===== src/rtl/cpu_pkg.sv =====
// Shared definitions for the MIPS core: reset vector, redirect encodings,
// and the fetch-stage state machine encoding.
package cpu_pkg;

    localparam logic [31:0] RESET_PC = 32'hBFC0_0000;

    typedef enum logic [1:0] {
        BR_NONE = 2'b00,
        BR_REL  = 2'b01,
        BR_ABS  = 2'b10,
        BR_REG  = 2'b11
    } br_type_e;

    typedef enum logic [1:0] {
        S_IDLE,
        S_REQ,
        S_WAIT,
        S_HOLD
    } fetch_state_e;

endpackage


===== src/rtl/if_next_pc.sv =====
// Combinational fetch-PC sequencing: redirect target, delay-slot aware
// pending/immediate decision, and the next fetch PC.
module if_next_pc (
    input  logic [31:0] fetch_pc,
    input  logic        pending,
    input  logic [31:0] pend_target,
    input  logic        accept,
    input  logic        br_valid,
    input  logic [1:0]  br_type,
    input  logic [31:0] br_target,
    input  logic [31:0] br_pc,
    output logic [31:0] fetch_pc_nxt,
    output logic        pending_nxt,
    output logic [31:0] pend_target_nxt
);
    import cpu_pkg::*;

    logic [31:0] target;
    logic [31:0] seq_pc;
    logic        taken;
    logic        in_slot;
    logic        past_slot;

    always_comb begin
        target    = (br_type == BR_REL) ? (br_pc + 32'd4 + br_target) : br_target;
        taken     = br_valid && (br_type != BR_NONE);
        // Delay slot still ahead of memory vs. already accepted by it.
        in_slot   = taken && (fetch_pc == br_pc + 32'd4);
        past_slot = taken && (fetch_pc == br_pc + 32'd8);
        seq_pc    = pending ? pend_target : fetch_pc + 32'd4;

        fetch_pc_nxt    = fetch_pc;
        pending_nxt     = pending;
        pend_target_nxt = pend_target;

        if (accept) begin
            // The address going out this edge is the delay slot itself.
            fetch_pc_nxt = in_slot ? target : seq_pc;
            pending_nxt  = 1'b0;
        end else if (in_slot) begin
            pending_nxt     = 1'b1;
            pend_target_nxt = target;
        end else if (past_slot) begin
            fetch_pc_nxt = target;
        end
    end

endmodule


===== src/rtl/if_fetch_stage.sv =====
// Instruction-fetch stage: single-outstanding memory request, output register
// towards decode, and branch/jump redirect with one delay slot.
module if_fetch_stage #(
    parameter logic [31:0] RESET_PC = cpu_pkg::RESET_PC
) (
    input  logic        clk,
    input  logic        rst,
    output logic        inst_req,
    output logic [31:0] inst_addr,
    input  logic        inst_addr_ok,
    input  logic [31:0] inst_rdata,
    input  logic        inst_data_ok,
    output logic        id_valid,
    output logic [31:0] id_pc,
    output logic [31:0] id_inst,
    input  logic        id_ready,
    input  logic        br_valid,
    input  logic [1:0]  br_type,
    input  logic [31:0] br_target,
    input  logic [31:0] br_pc
);
    import cpu_pkg::*;

    fetch_state_e state, state_nxt;
    logic [31:0]  fetch_pc, fetch_pc_nxt;
    logic         pending, pending_nxt;
    logic [31:0]  pend_target, pend_target_nxt;
    logic [31:0]  req_pc;
    logic         accept;

    assign accept    = (state == S_REQ) && inst_addr_ok;
    assign inst_addr = fetch_pc;

    if_next_pc u_next_pc (
        .fetch_pc        (fetch_pc),
        .pending         (pending),
        .pend_target     (pend_target),
        .accept          (accept),
        .br_valid        (br_valid),
        .br_type         (br_type),
        .br_target       (br_target),
        .br_pc           (br_pc),
        .fetch_pc_nxt    (fetch_pc_nxt),
        .pending_nxt     (pending_nxt),
        .pend_target_nxt (pend_target_nxt)
    );

    always_comb begin
        state_nxt = state;
        case (state)
            S_IDLE:  state_nxt = S_REQ;
            S_REQ:   if (inst_addr_ok) state_nxt = S_WAIT;
            S_WAIT:  if (inst_data_ok) state_nxt = S_HOLD;
            S_HOLD:  if (id_valid && id_ready) state_nxt = S_REQ;
            default: state_nxt = S_IDLE;
        endcase
    end

    always_ff @(posedge clk or negedge rst) begin
        if (!rst) begin
            state    <= S_IDLE;
            fetch_pc <= RESET_PC;
            pending  <= 1'b0;
            inst_req <= 1'b0;
            id_valid <= 1'b0;
            id_pc    <= 32'd0;
            id_inst  <= 32'd0;
        end else begin
            state    <= state_nxt;
            fetch_pc <= fetch_pc_nxt;
            pending  <= pending_nxt;
            inst_req <= (state_nxt == S_REQ);
            if ((state == S_WAIT) && inst_data_ok) begin
                id_valid <= 1'b1;
                id_pc    <= req_pc;
                id_inst  <= inst_rdata;
            end else if ((state == S_HOLD) && id_ready) begin
                id_valid <= 1'b0;
            end
        end
    end

    // Qualified by pending / state, so these need no reset.
    always_ff @(posedge clk) begin
        pend_target <= pend_target_nxt;
        if (accept) req_pc <= fetch_pc;
    end

endmodule

===== config.mk =====
export PLATFORM = sky130hd
export DESIGN_NAME = if_fetch_stage
export DESIGN_NICKNAME = d
export VERILOG_FILES = /design/src/rtl/cpu_pkg.sv /design/src/rtl/if_next_pc.sv /design/src/rtl/if_fetch_stage.sv
export SDC_FILE = /design/constraint.sdc
export NUM_CORES = 1
export LEC_CHECK = 0
export CORE_MARGIN = 8
export CORE_UTILIZATION = 65
export DETAILED_ROUTE_END_ITERATION = 10
export DONT_BUFFER_PORTS = 1
export GPL_TIMING_DRIVEN = 0
export PLACE_DENSITY = 0.81
export SLEW_MARGIN = 20
export SYNTH_ARGS = -nofsm -noshare
export SYNTH_HDL_FRONTEND = slang
export SYNTH_HIERARCHICAL = 1
export SYNTH_SLANG_ARGS = --single-unit
export TNS_END_PERCENT = 10

===== constraint.sdc =====
create_clock -name clk -period 4.6 [get_ports clk]
set_clock_uncertainty 0.2 [all_clocks]
set_input_delay 0.69 -clock clk [delete_from_list [all_inputs] [get_ports clk]]
set_output_delay 0.69 -clock clk [all_outputs]
set_load 0.01 [all_outputs]

Word-level counts from Yosys, hierarchy flattened. Index checks and enable logic that the tools add are counted.

Add/sub/neg operators: 4. Reduce and logical (&&, ||, !) cells: 14. Mux-type cells: 14. Magnitude comparators: 0. Multiply operators: 0. Eq/ne operators: 8. Shift-type cells: 0. Bitwise gates (word level): 1. Div/mod/pow operators: 0.

Operators with widths (count): $mux 32 (6); $add 32x3->32 const B (2); $eq 32x32->1 (2); $add 32x32->32 (1); $add 32x4->32 const B (1); $pmux 2 s4 (1); $reduce_bool 2->1 (4); $logic_and 1x1->1 (7); $eq 2x1->1 const B (3); $mux 2 (3); $eq 2x2->1 const B (2); $mux 1 (4); $reduce_and 2->1 (2); $logic_not 2->1 (1); $ne 2x2->1 const B (1); $not 1->1 (1).

Memory bits (read-only): 0. Register bits: 165. Output and inout port bits: 98. Memories kept: 0. RAM bits: 0. Latch bits: 0. Bits of input ports: 104.

Longest topological paths before layout. Gate-level depths: netlist of the first run.

Depth after elaboration: 6. Depth in mapped cells: 17. Mapped depth without buffers: 17.

By module. The synthesis of the first run kept the hierarchy.

By module, submodules not included: if_next_pc (cells each 976, times used 1, area each 6271.0 sq um, sequential area each 0.0 sq um); if_fetch_stage (cells each 246, times used 1, area each 5280.1 sq um, sequential area each 4140.2 sq um).

Worst setup path before layout of the first run. No wires, ideal clock.

Path kind: input to register. From: in br_pc[2]. To: reg pend_target[29]. Buffers on the path: 1. Cell stages on the path: 14. Data required time: 4.279 ns. Data arrival time: 4.415 ns. Setup slack: -0.136 ns. Path through: clkbuf_1 nand2_1 nor3_1 and3_1 xor2_1 ha_1 a21o_1 a221oi_1 o21ai_0 or4b_2 a41oi_1 mux2i_1 nand2_1 mux2_4.

Word-level cells in the longest chain between the ends: 4. Elaborated cells between the ends (all ways): 6. Classes of those cells: add/sub (2); eq/ne (1); mux (1); reduce/logical (2).

Ends and longest elaborated chain: start: declaration (line if_fetch_stage.sv:20) `input logic [31:0] br_pc`; $add 32x3->32 (*) (line if_next_pc.sv:25, if_next_pc.sv:28); parallel branches: the longest is 3 deep, another holds $add 32x32->32; end signal: assignment (line if_fetch_stage.sv:85) `pend_target <= pend_target_nxt;`; end: declaration (line if_fetch_stage.sv:27) `logic [31:0] pend_target, pend_target_nxt;`.

Mark *: on every way between the ends. A chain may end at the register's enable or synchronous reset.

Worst setup path in the final report of the first run.
From: in br_pc[12]. To: reg fetch_pc[30], in the netlist inst_addr[30].

Word-level cells in the longest chain between the ends: 6. Elaborated cells between the ends (all ways): 15. Classes of those cells: add/sub (3); eq/ne (3); mux (5); reduce/logical (4).

Ends and longest elaborated chain: $add 32x3->32 (*) (line if_next_pc.sv:25, if_next_pc.sv:28); $add 32x32->32 (line if_next_pc.sv:25) `target = (br_type == BR_REL) ? (br_pc + 32'd4 + br_target) : br_target;`; $mux 32 (line if_next_pc.sv:25); $mux 32 (line if_next_pc.sv:43) `end else if (past_slot) begin`; $mux 32 (line if_next_pc.sv:40) `end else if (in_slot) begin`; $mux 32 (*) (line if_next_pc.sv:36) `if (accept) begin`; via fetch_pc_nxt[30] (line if_fetch_stage.sv:25) `logic [31:0] fetch_pc, fetch_pc_nxt;`; end signal: assignment (line if_fetch_stage.sv:70) `fetch_pc <= fetch_pc_nxt;`; end: declaration (line if_fetch_stage.sv:25).

The timed path passes the listed nets; every way through them passes the cells marked *. The select of a mux whose other input is x is not followed.

==> run summary, run 1 <==
status: finished with violations
failing checks: hold timing
worst r2r src: inst_addr[12]$_DFF_PN0_
global route total overflow: 0
P_leak: 0.00527 uW
crit path kind: in2reg
Seq pwr share: 0.453
Total Power: 5180 uW
H-tree depth: 4
Yosys cell types: 71
synthesized area per cell: 9.45 sq um
ANT cells: 0
Pre-antenna DRT Iters: 5
layout cell share with drive strength beyond 1: 0.150
Post-Syn Nets: 1368
Max-cap violations: 0
initial antenna violation count: 0
min-delay worst type: in2async
Ys Warns: 6
most numerous cell in the Yosys netlist: nand2_1
initial core utilization: 0.666
Pins Over Slew Limit: 0
vias in the first global route: 9393
Syn Std Cell Area: 0.0116 sq mm
routed vias/inst: 6.57
register area share after synthesis: 0.358
Routed Antenna Nets: 0
Chip Height: 149 um
drt drc: 0
period utilization: 0.950
DRT iter0 DRCs: 905
CP Buf/Inv Count: 2
EDFF count, synth: 32
CP endpoint kind: flop
Slew HR: 0.256
Async SR Flop Fraction: 0.612
Skew-Pair Late Insertion Delay: 420 ps
worst-path fanout max: 8
wire length per cell: 23.2 um
Overall Global Routing Usage: 0.303
Max Freq: 229 MHz
commonest cells in the netlist: nand2_1 (124), nor2_1 (97), o21ai_0 (95), dfrtp_1 (92), xnor2_1 (80)
# clock sinks: 165
minimum clock period: 4370 ps
Nets: 1393
Worst Slack Setup Final: 228 ps
Final Hold Fails: 12
Root Buffer: clkbuf_16
worst-margin pin slew: 1110 ps
clock share of power: 0.274
Comb pwr share: 0.272
Synth top area share: 0.199
first-pass GRT wire length: 52600 um
cell internal pwr: 3470 uW
Core Footprint: 0.0174 sq mm
critical path data required time: 4650 ps
CP Cell Sequence: buf_2 -> nand4_1 -> nor4_4 -> and3_1 -> xor2_1 -> ha_1 -> and3_1 -> a221oi_2 -> o21ai_0 -> a21oi_1 -> o21ai_0 -> a21oi_2 -> nor3b_1 -> o41ai_2 -> buf_4 -> mux2i_1 -> mux2i_1
Hold Slack: -12.1 ps
WL final: 34500 um
PortBufs: 0
area grow syn2layout: 9.24%
crit path DAT: 4430 ps
Finished Layout Cells: 1485
Core Util, Final: 0.727
Die X: 149 um
synth top area cells: dfrtp_1 (20%), mux2_4 (8.6%), edfxtp_1 (8.3%), xnor2_1 (6.1%), dfxtp_1 (5.5%)
slowest CP cell: a21oi_2
prevailing post-synth register cell: dfrtp_1
DP Worst Slack: -911 ps
crit path launch type: input port
largest net degree at the start of global routing: 102
die area: 0.0223 sq mm
Via Count: 9750
Rows: 48
post-synthesis cell count: 1222
I/O Pins: 202
crit-path max cell delay: 350 ps
CP delay by family, top: simple AND/OR/NAND/NOR gates
Worst R2R Path Depth: 14
Sw Share: 0.331
Synth area leader: dfrtp_1
CTS Buffer Depth: 2
register-to-register setup slack: 490 ps
#FFs+latches synth: 165
gp weighted congestion: 0.953
pwr/cell area: 410 mW/mm^2
# placed instances: 1447
final setup fails: 0
Clock transition at path regs: 60 ps
Num CTS Buffers: 17
r2r endpoint: pend_target[4]$_DFF_P_
P_sw: 1710 uW
CTS tree: yes
HPWL after detailed placement: 25800 um
VDD IR-drop max: 0.000447 V
[final cells by class]
type | instances | area (sq um)
tap | 225 | 282
fill | 1250 | 4740
clock buffer | 20 | 458
timing repair buffer | 6 | 65.1
clock inverter | 12 | 139
multi-input combinational | 962 | 7030
inverter | 20 | 75.1
sequential | 165 | 4140
buffer | 75 | 432
[power by group through the flow]
stage               Combinational (uW)  Clock, uW  Sequential (uW)
floorplan                         1120          0             2230
global placement                  1300          0             2340
detailed placement                1340          0             2370
CTS                               1390       1450             2350
global route                      1520       1510             2400
finish                            1410       1420             2350
[stage by stage]
step / area [sq um] / TNS, ps
floorplan: 11600 / 0
global placement: 11900 / -14230
detailed placement: 11900 / -14930
CTS: 12500 / 0
global route: 12600 / -10.8
finish: 12600 / 0
[cell families after synthesis]
| group | Yosys count | share of synthesized area |
|---|---|---|
| AO/OA/AOI/OAI | 256 | 0.130 |
| flip-flops | 165 | 0.358 |
| AND/OR/NAND/NOR | 385 | 0.164 |
| buffers and inverters | 95 | 0.0432 |
| adder cells (fa/ha/maj) | 42 | 0.0461 |
| multiplexers | 137 | 0.150 |
| XOR/XNOR | 142 | 0.108 |
[what timing repair did]
action / CTS / global route
pin swaps: 3 / 5
gates resized for setup: 7 / 22
cloned: 0 / 0
endpoints found under the hold margin: 101 / 0
hold buffers: 1 / 0
endpoints found under the setup margin: 18 / 23
setup buffers: 3 / 2
[layer usage]
metal | share of wire | track usage | vias to the layer above
met2 | 0.46 | 0.492 | 628
met4 | 0.035 | 0.120 | 0
met5 | 0 | 0 | -
li1 | - | - | 4421
met3 | 0.12 | 0.0831 | 100
met1 | 0.38 | 0.377 | 4601
[worst max-delay path by stage]
stage / endpoint / cells after the start / start / slack (ps)
after CTS: pend_target[31]$_DFF_P_ / 15 / br_pc[6] / 9
after global placement: inst_addr[27]$_DFF_PN1_ / 15 / br_pc[2] / -880
after detailed placement: inst_addr[30]$_DFF_PN0_ / 16 / br_pc[2] / -910
final: inst_addr[30]$_DFF_PN0_ / 17 / br_pc[12] / 230
after floorplan: pend_target[29]$_DFF_P_ / 14 / br_pc[6] / 10
after global routing: inst_addr[25]$_DFF_PN1_ / 15 / br_pc[12] / -10
[flip-flops by register name, indices dropped and copies added, names as in the netlist]
name / count
id_inst: 32
id_pc: 32
inst_addr: 32
pend_target: 32
req_pc: 32
state: 2
id_valid: 1
inst_req: 1
pending: 1
[layout by cell type (no fill, tap or decap), drive strengths merged, types with 9 or more instances in the layout]
| cell | instances |
|---|---|
| nor3 | 18 |
| dfrtp | 92 |
| o211ai | 12 |
| and3 | 19 |
| mux2i | 48 |
| dfxtp | 32 |
| clkbuf | 67 |
| nor4 | 10 |
| buf | 34 |
| and4 | 10 |
| nand3 | 32 |
| xnor2 | 80 |
| nand4 | 33 |
| a21oi | 78 |
| nor2 | 98 |
| ha | 41 |
| o21ai | 95 |
| edfxtp | 32 |
| inv | 28 |
| nand2 | 124 |
| xor2 | 62 |
| mux2 | 89 |
| dfstp | 9 |
| a21o | 15 |
Power figures use the tool's default switching activity.
==> run 2: changes to the inputs <==
--- a/config.mk
+++ b/config.mk
@@ -6,11 +6,11 @@
 export NUM_CORES = 1
 export LEC_CHECK = 0
 export CORE_MARGIN = 8
-export CORE_UTILIZATION = 65
+export CORE_UTILIZATION = 62
 export DETAILED_ROUTE_END_ITERATION = 10
 export DONT_BUFFER_PORTS = 1
 export GPL_TIMING_DRIVEN = 0
-export PLACE_DENSITY = 0.81
+export PLACE_DENSITY = 0.78
 export SLEW_MARGIN = 20
 export SYNTH_ARGS = -nofsm -noshare
 export SYNTH_HDL_FRONTEND = slang
==> constraint.sdc (replaced) <==
create_clock -name clk -period 4.6 [get_ports clk]
set_clock_uncertainty 0.2 [all_clocks]
set_input_delay 0.46 -clock clk [delete_from_list [all_inputs] [get_ports clk]]
set_output_delay 0.46 -clock clk [all_outputs]
set_load 0.01 [all_outputs]
==> run 2 against run 1 <==
The run now ends clean. Sequential share of layout area fell by 0.73 points. Critical path type unchanged. First-iteration DRC count rose by 1.7%. Critical endpoint is now inst_addr[22]$_DFF_PN1_. Worst setup slack got worse by 80 ps. Power fell by 0.43%.
==> run summary, run 2 (synthesized netlist as in run 1, its figures left out) <==
status: finished clean
pwr/cell area: 399 mW/mm^2
global route total overflow: 0
CP Buf/Inv Count: 0
# clock sinks: 165
Max Freq: 225 MHz
Routed Antenna Nets: 0
Pre-antenna DRT Iters: 6
worst-path fanout max: 8
WL final: 35000 um
multi-input logic area: 0.00699 sq mm
Core Footprint: 0.0185 sq mm
CTS tree: yes
CP endpoint kind: flop
Worst R2R Path Depth: 13
Worst Slack Setup Final: 148 ps
Pins Over Slew Limit: 0
Slew HR: 0.286
vias in the first global route: 9365
crit path kind: in2reg
Root Buffer: clkbuf_16
HPWL after detailed placement: 25700 um
Clock transition at path regs: 70 ps
routed vias/inst: 6.33
P_leak: 0.00537 uW
I/O Pins: 202
crit path launch type: input port
final setup fails: 0
capture point of the worst path: inst_addr[22]$_DFF_PN1_
unrepaired setup endpoints after global routing: true
largest net degree at the start of global routing: 102
CP delay by family, top: compound AO/OA/AOI/OAI gates
wire length per cell: 22.9 um
final setup TNS: 0 ps
period utilization: 0.968
worst-margin pin slew: 1060 ps
VDD IR-drop max: 0.000293 V
layout cell share with drive strength beyond 1: 0.142
most frequent cells in the layout: nand2_1 (123), nor2_1 (97), o21ai_0 (94)
CP startpoint: br_pc[3]
minimum clock period: 4450 ps
PortBufs: 0
Nets: 1426
Overall Global Routing Usage: 0.292
Skew-Pair Late Insertion Delay: 420 ps
Via Count: 9666
crit-path max cell delay: 610 ps
area grow syn2layout: 11.7%
register-to-register setup slack: 470 ps
H-tree depth: 4
Die X: 152 um
Rows: 50
die area: 0.0233 sq mm
initial core utilization: 0.624
CTS Buffer Depth: 2
Num CTS Buffers: 17
critical path data required time: 4730 ps
Fill cells: 1400
initial antenna violation count: 0
drt drc: 0
Reg area: 0.00414 sq mm
r2r endpoint: pend_target[5]$_DFF_P_
DP Worst Slack: -1250 ps
ANT cells: 0
first-pass GRT wire length: 53500 um
slowest CP cell: o21ai_0
crit path DAT: 4580 ps
Final Hold Fails: 0
Chip Height: 152 um
Max-cap violations: 0
WP depth: 16
DRT iter0 DRCs: 920
CP Cell Sequence: ha_1 -> nand2_1 -> nor2_1 -> and3_1 -> xor2_1 -> ha_1 -> a21o_1 -> a21oi_1 -> o21ai_0 -> a21oi_1 -> o21ai_0 -> a21oi_1 -> xnor2_1 -> o21ai_0 -> mux2i_1 -> mux2i_1
gp weighted congestion: 0.965
worst r2r src: inst_addr[10]$_DFF_PN0_
min-delay worst type: in2reg
commonest non-fill, non-tap cell in the layout: nand2_1
## run 2: cell count changes in the layout (fill, tap and decap cells not counted), sizes merged
cell         previous run  this run
inv                    28        27
buf                    34        36
clkinvlp                0         1
clkbuf                 67        62
dlygate4sd3             0        33
bufinv                  2         0
clkinv                  2         7
## run 2: final cells by class
type / instances / share of cell area
timing repair buffer: 39 / 0.0306
sequential: 165 / 0.321
clock inverter: 15 / 0.0126
inverter: 20 / 0.00582
clock buffer: 17 / 0.0330
multi-input combinational: 962 / 0.542
tap: 234 / 0.0227
buffer: 75 / 0.0330
## run 2: metal layers
| layer | global-route usage | vias to the layer above | routed length, um |
|---|---|---|---|
| li1 | - | 4477 | - |
| met1 | 0.356 | 4583 | 14000 |
| met2 | 0.471 | 525 | 16000 |
| met3 | 0.0871 | 81 | 3700 |
| met4 | 0.129 | 0 | 1340 |
| met5 | 0 | - | 0 |
## run 2: repair_timing
item                                   in CTS  in global routing
setup endpoints to repair                  20                 18
endpoints found under the hold margin     133                  0
resized for setup                           7                  7
buffers inserted                            0                  5
cloned                                      0                  0
hold buffers                               34                  0
pin swaps                                   0                  3
## run 2: power breakdown
part,switching [uW],internal [uW]
registers,483,1870
logic,666,762
clock network,645,727
total,1790,3360
## run 2: per-stage QoR
stage	cell area (sq um)	util	power (uW)	instances	hold slack (ps)
after detailed placement	11800	0.640	3690	1456	-31.1
final	12900	0.697	5160	1527	44.7
after global placement	11800	0.640	3640	1456	-31.8
after global routing	12900	0.697	5400	1527	7.96
after floorplan	11600	-	3350	1222	-35.6
after CTS	12800	0.693	5100	1522	6.35
## run 2: how the worst min path moves through the flow
stage / cells past startpoint / startpoint / slack, ps / end
after global routing: 2 / id_ready / 8 / inst_req$_DFF_PN0_
after detailed placement: 0 / rst / -30 / id_inst[22]$_DFFE_PN0P_
after floorplan: 0 / rst / -40 / id_inst[0]$_DFFE_PN0P_
after CTS: 2 / inst_data_ok / 6 / state[0]$_DFF_PN0_
final: 2 / id_ready / 40 / inst_req$_DFF_PN0_
after global placement: 0 / rst / -30 / id_pc[6]$_DFFE_PN0P_
==> run 3: changes to the inputs <==
--- a/config.mk
+++ b/config.mk
@@ -11,9 +11,9 @@
 export DONT_BUFFER_PORTS = 1
 export GPL_TIMING_DRIVEN = 0
 export PLACE_DENSITY = 0.78
+export RECOVER_POWER = 50
 export SLEW_MARGIN = 20
 export SYNTH_ARGS = -nofsm -noshare
 export SYNTH_HDL_FRONTEND = slang
-export SYNTH_HIERARCHICAL = 1
 export SYNTH_SLANG_ARGS = --single-unit
 export TNS_END_PERCENT = 10
==> run 3 against run 2 <==
The flow now finishes with violations (capacitance limit, slew limit). Final cell count is 0.39% lower. First-iteration DRC count is 6.4% lower. Synthesized area is 1.1% higher. Worst setup slack better by 20 ps. Sequential share of layout area is 2.2 points higher. Routed wire length is 1.7% higher. Final area is 0.74% higher. Combinational power is 64% higher. Die area is 0.95% higher. Register-to-register slack worse by 60 ps. Largest cell class unchanged. Largest power group unchanged. Highest routed layer unchanged.
==> run summary, run 3 <==
Num CTS Buffers: 17
Total Power: 6620 uW
CP Cell Sequence: buf_2 -> nand4_1 -> nor4_1 -> nand3_1 -> xnor2_1 -> ha_1 -> clkbuf_1 -> a21oi_1 -> o21ai_1 -> a221o_1 -> or2_2 -> xnor2_1 -> o21ai_0 -> mux2i_1 -> a21oi_1
most frequent cells in the layout: nand2_1 (127), dfrtp_1 (92), xnor2_1 (78)
Pre-antenna DRT Iters: 5
period utilization: 0.963
initial core utilization: 0.628
failing checks: capacitance limit, slew limit
Worst R2R Path Depth: 10
r2r endpoint: pend_target[31]$_DFFE_PN_
area grow syn2layout: 11.4%
CTS tree: yes
Post-Syn Nets: 1365
global route total overflow: 0
CTS Buffer Depth: 2
synth top area cells: dfrtp_1 (20%), edfxtp_1 (16%), mux2_2 (6.8%), xnor2_1 (5.9%), ha_1 (4.4%)
Routed Antenna Nets: 0
min-delay worst type: in2reg
Rows: 50
Fill cells: 1453
crit path kind: in2reg
Hold EP: id_valid$_DFFE_PN0P_
worst r2r src: inst_addr[6]$_DFFE_PN0P_
minimum clock period: 4430 ps
Core Footprint: 0.0186 sq mm
DRT iter0 DRCs: 861
Hold Crit Start: id_ready
WL final: 35600 um
pwr/cell area: 509 mW/mm^2
gp weighted congestion: 1.01
CP delay by family, top: compound AO/OA/AOI/OAI gates
Max Freq: 226 MHz
Reg area: 0.00446 sq mm
drt drc: 0
register area share after synthesis: 0.382
commonest non-fill, non-tap cell in the layout: nand2_1
Yosys cell types: 87
Overall Global Routing Usage: 0.298
slowest CP cell: nor4_1
Async SR Flop Fraction: 0.612
Slew HR: -0.656
ANT cells: 0
Max-cap violations: 1
final setup fails: 0
Die X: 153 um
prevailing post-synth register cell: dfrtp_1
Syn Std Cell Area: 0.0117 sq mm
# clock sinks: 165
Clock transition at path regs: 70 ps
crit path launch type: input port
layout cell share with drive strength beyond 1: 0.131
final setup TNS: 0 ps
Final Hold Fails: 0
largest net degree at the start of global routing: 102
post-synthesis cell count: 1219
Synth top area share: 0.197
EDFF count, synth: 64
I/O Pins: 202
HPWL after detailed placement: 27000 um
Core Util, Final: 0.700
CP endpoint kind: flop
Via Count: 9925
die area: 0.0235 sq mm
most numerous cell in the Yosys netlist: nand2_1
critical path data required time: 4740 ps
Root Buffer: clkbuf_16
H-tree depth: 4
vias in the first global route: 9638
Synth area leader: dfrtp_1
Pins Over Slew Limit: 102
Chip Height: 153 um
PortBufs: 0
Ys Warns: 0
Nets: 1420
#FFs+latches synth: 165
commonest cells in the netlist: nand2_1 (127), dfrtp_1 (92), xnor2_1 (78), nor2_1 (76), mux2_2 (70)
initial antenna violation count: 0
crit path DAT: 4570 ps
P_leak: 0.00513 uW
synthesized area per cell: 9.58 sq um
VDD IR-drop max: 0.000297 V
Skew-Pair Late Insertion Delay: 420 ps
routed vias/inst: 6.53
first-pass GRT wire length: 55200 um
Hold Slack: 27.3 ps
worst-margin pin slew: 2480 ps
Hold Path Depth: 3
register-to-register setup slack: 410 ps
wire length per cell: 23.4 um
worst-path fanout max: 10
multi-input logic area: 0.00676 sq mm
CP Buf/Inv Count: 2
status: finished with violations
crit-path max cell delay: 510 ps
run 3: tightest hold or removal path, stage by stage:
cell and delay [ps]:
nand2_1 50, nand2_1 40, o21ai_0 50
run 3: kinds of logic after synthesis:
kind of cell    synth area share
mux                       0.0959
compound gates             0.149
fa+ha+maj                 0.0457
buf+inv                   0.0436
simple gates               0.188
flops                      0.382
xor+xnor                  0.0958
run 3: layout make-up:
cell class                      count  area share
Inverter                           22     0.00635
Timing Repair Buffer               36      0.0294
Tap cell                          234      0.0225
Sequential cell                   165       0.343
Clock buffer                       21      0.0379
Buffer                             77      0.0329
Clock inverter                     11     0.00799
Multi-Input combinational cell    955       0.520
run 3: metrics by stage:
step / area [sq um] / cells / setup slack, ps
2_1_floorplan: 11700 / 1219 / 549
6_report: 13000 / 1521 / 169
5_1_grt: 13000 / 1521 / -5.36
3_3_place_gp: 12000 / 1453 / -611
3_5_place_dp: 12000 / 1455 / -222
4_1_cts: 13000 / 1520 / 192
run 3: how the worst max path moves through the flow:
stage                   start                         to  slack, ps  cells after the start
detailed placement   br_pc[3]  inst_addr[26]$_DFFE_PN1P_       -220                     15
global placement     br_pc[3]   pend_target[0]$_DFFE_PN_       -610                     10
global route         br_pc[3]  inst_addr[29]$_DFFE_PN1P_         -5                     16
CTS                  br_pc[3]  inst_addr[26]$_DFFE_PN1P_        190                     15
floorplan            br_pc[3]   pend_target[0]$_DFFE_PN_        550                     10
finish              br_pc[10]  inst_addr[27]$_DFFE_PN1P_        170                     15
run 3: what timing repair did:
item,CTS,global route
endpoints found under the setup margin,0,10
hold buffers,33,1
gates resized for setup,0,7
buffers inserted,0,0
hold endpoints to repair,132,1
run 3: routing by layer:
metal / share of wire / track usage
met1: 0.38 / 0.368
met2: 0.47 / 0.494
met3: 0.12 / 0.0795
met4: 0.030 / 0.110
met5: 0 / 0
run 3: power by group:
part	internal, uW	total, uW	switching (uW)	leakage [uW]
registers	2100	2870	777	0.00176
logic	1050	2350	1300	0.00307
clock network	791	1390	599	0.000294
total	3940	6620	2680	0.00513
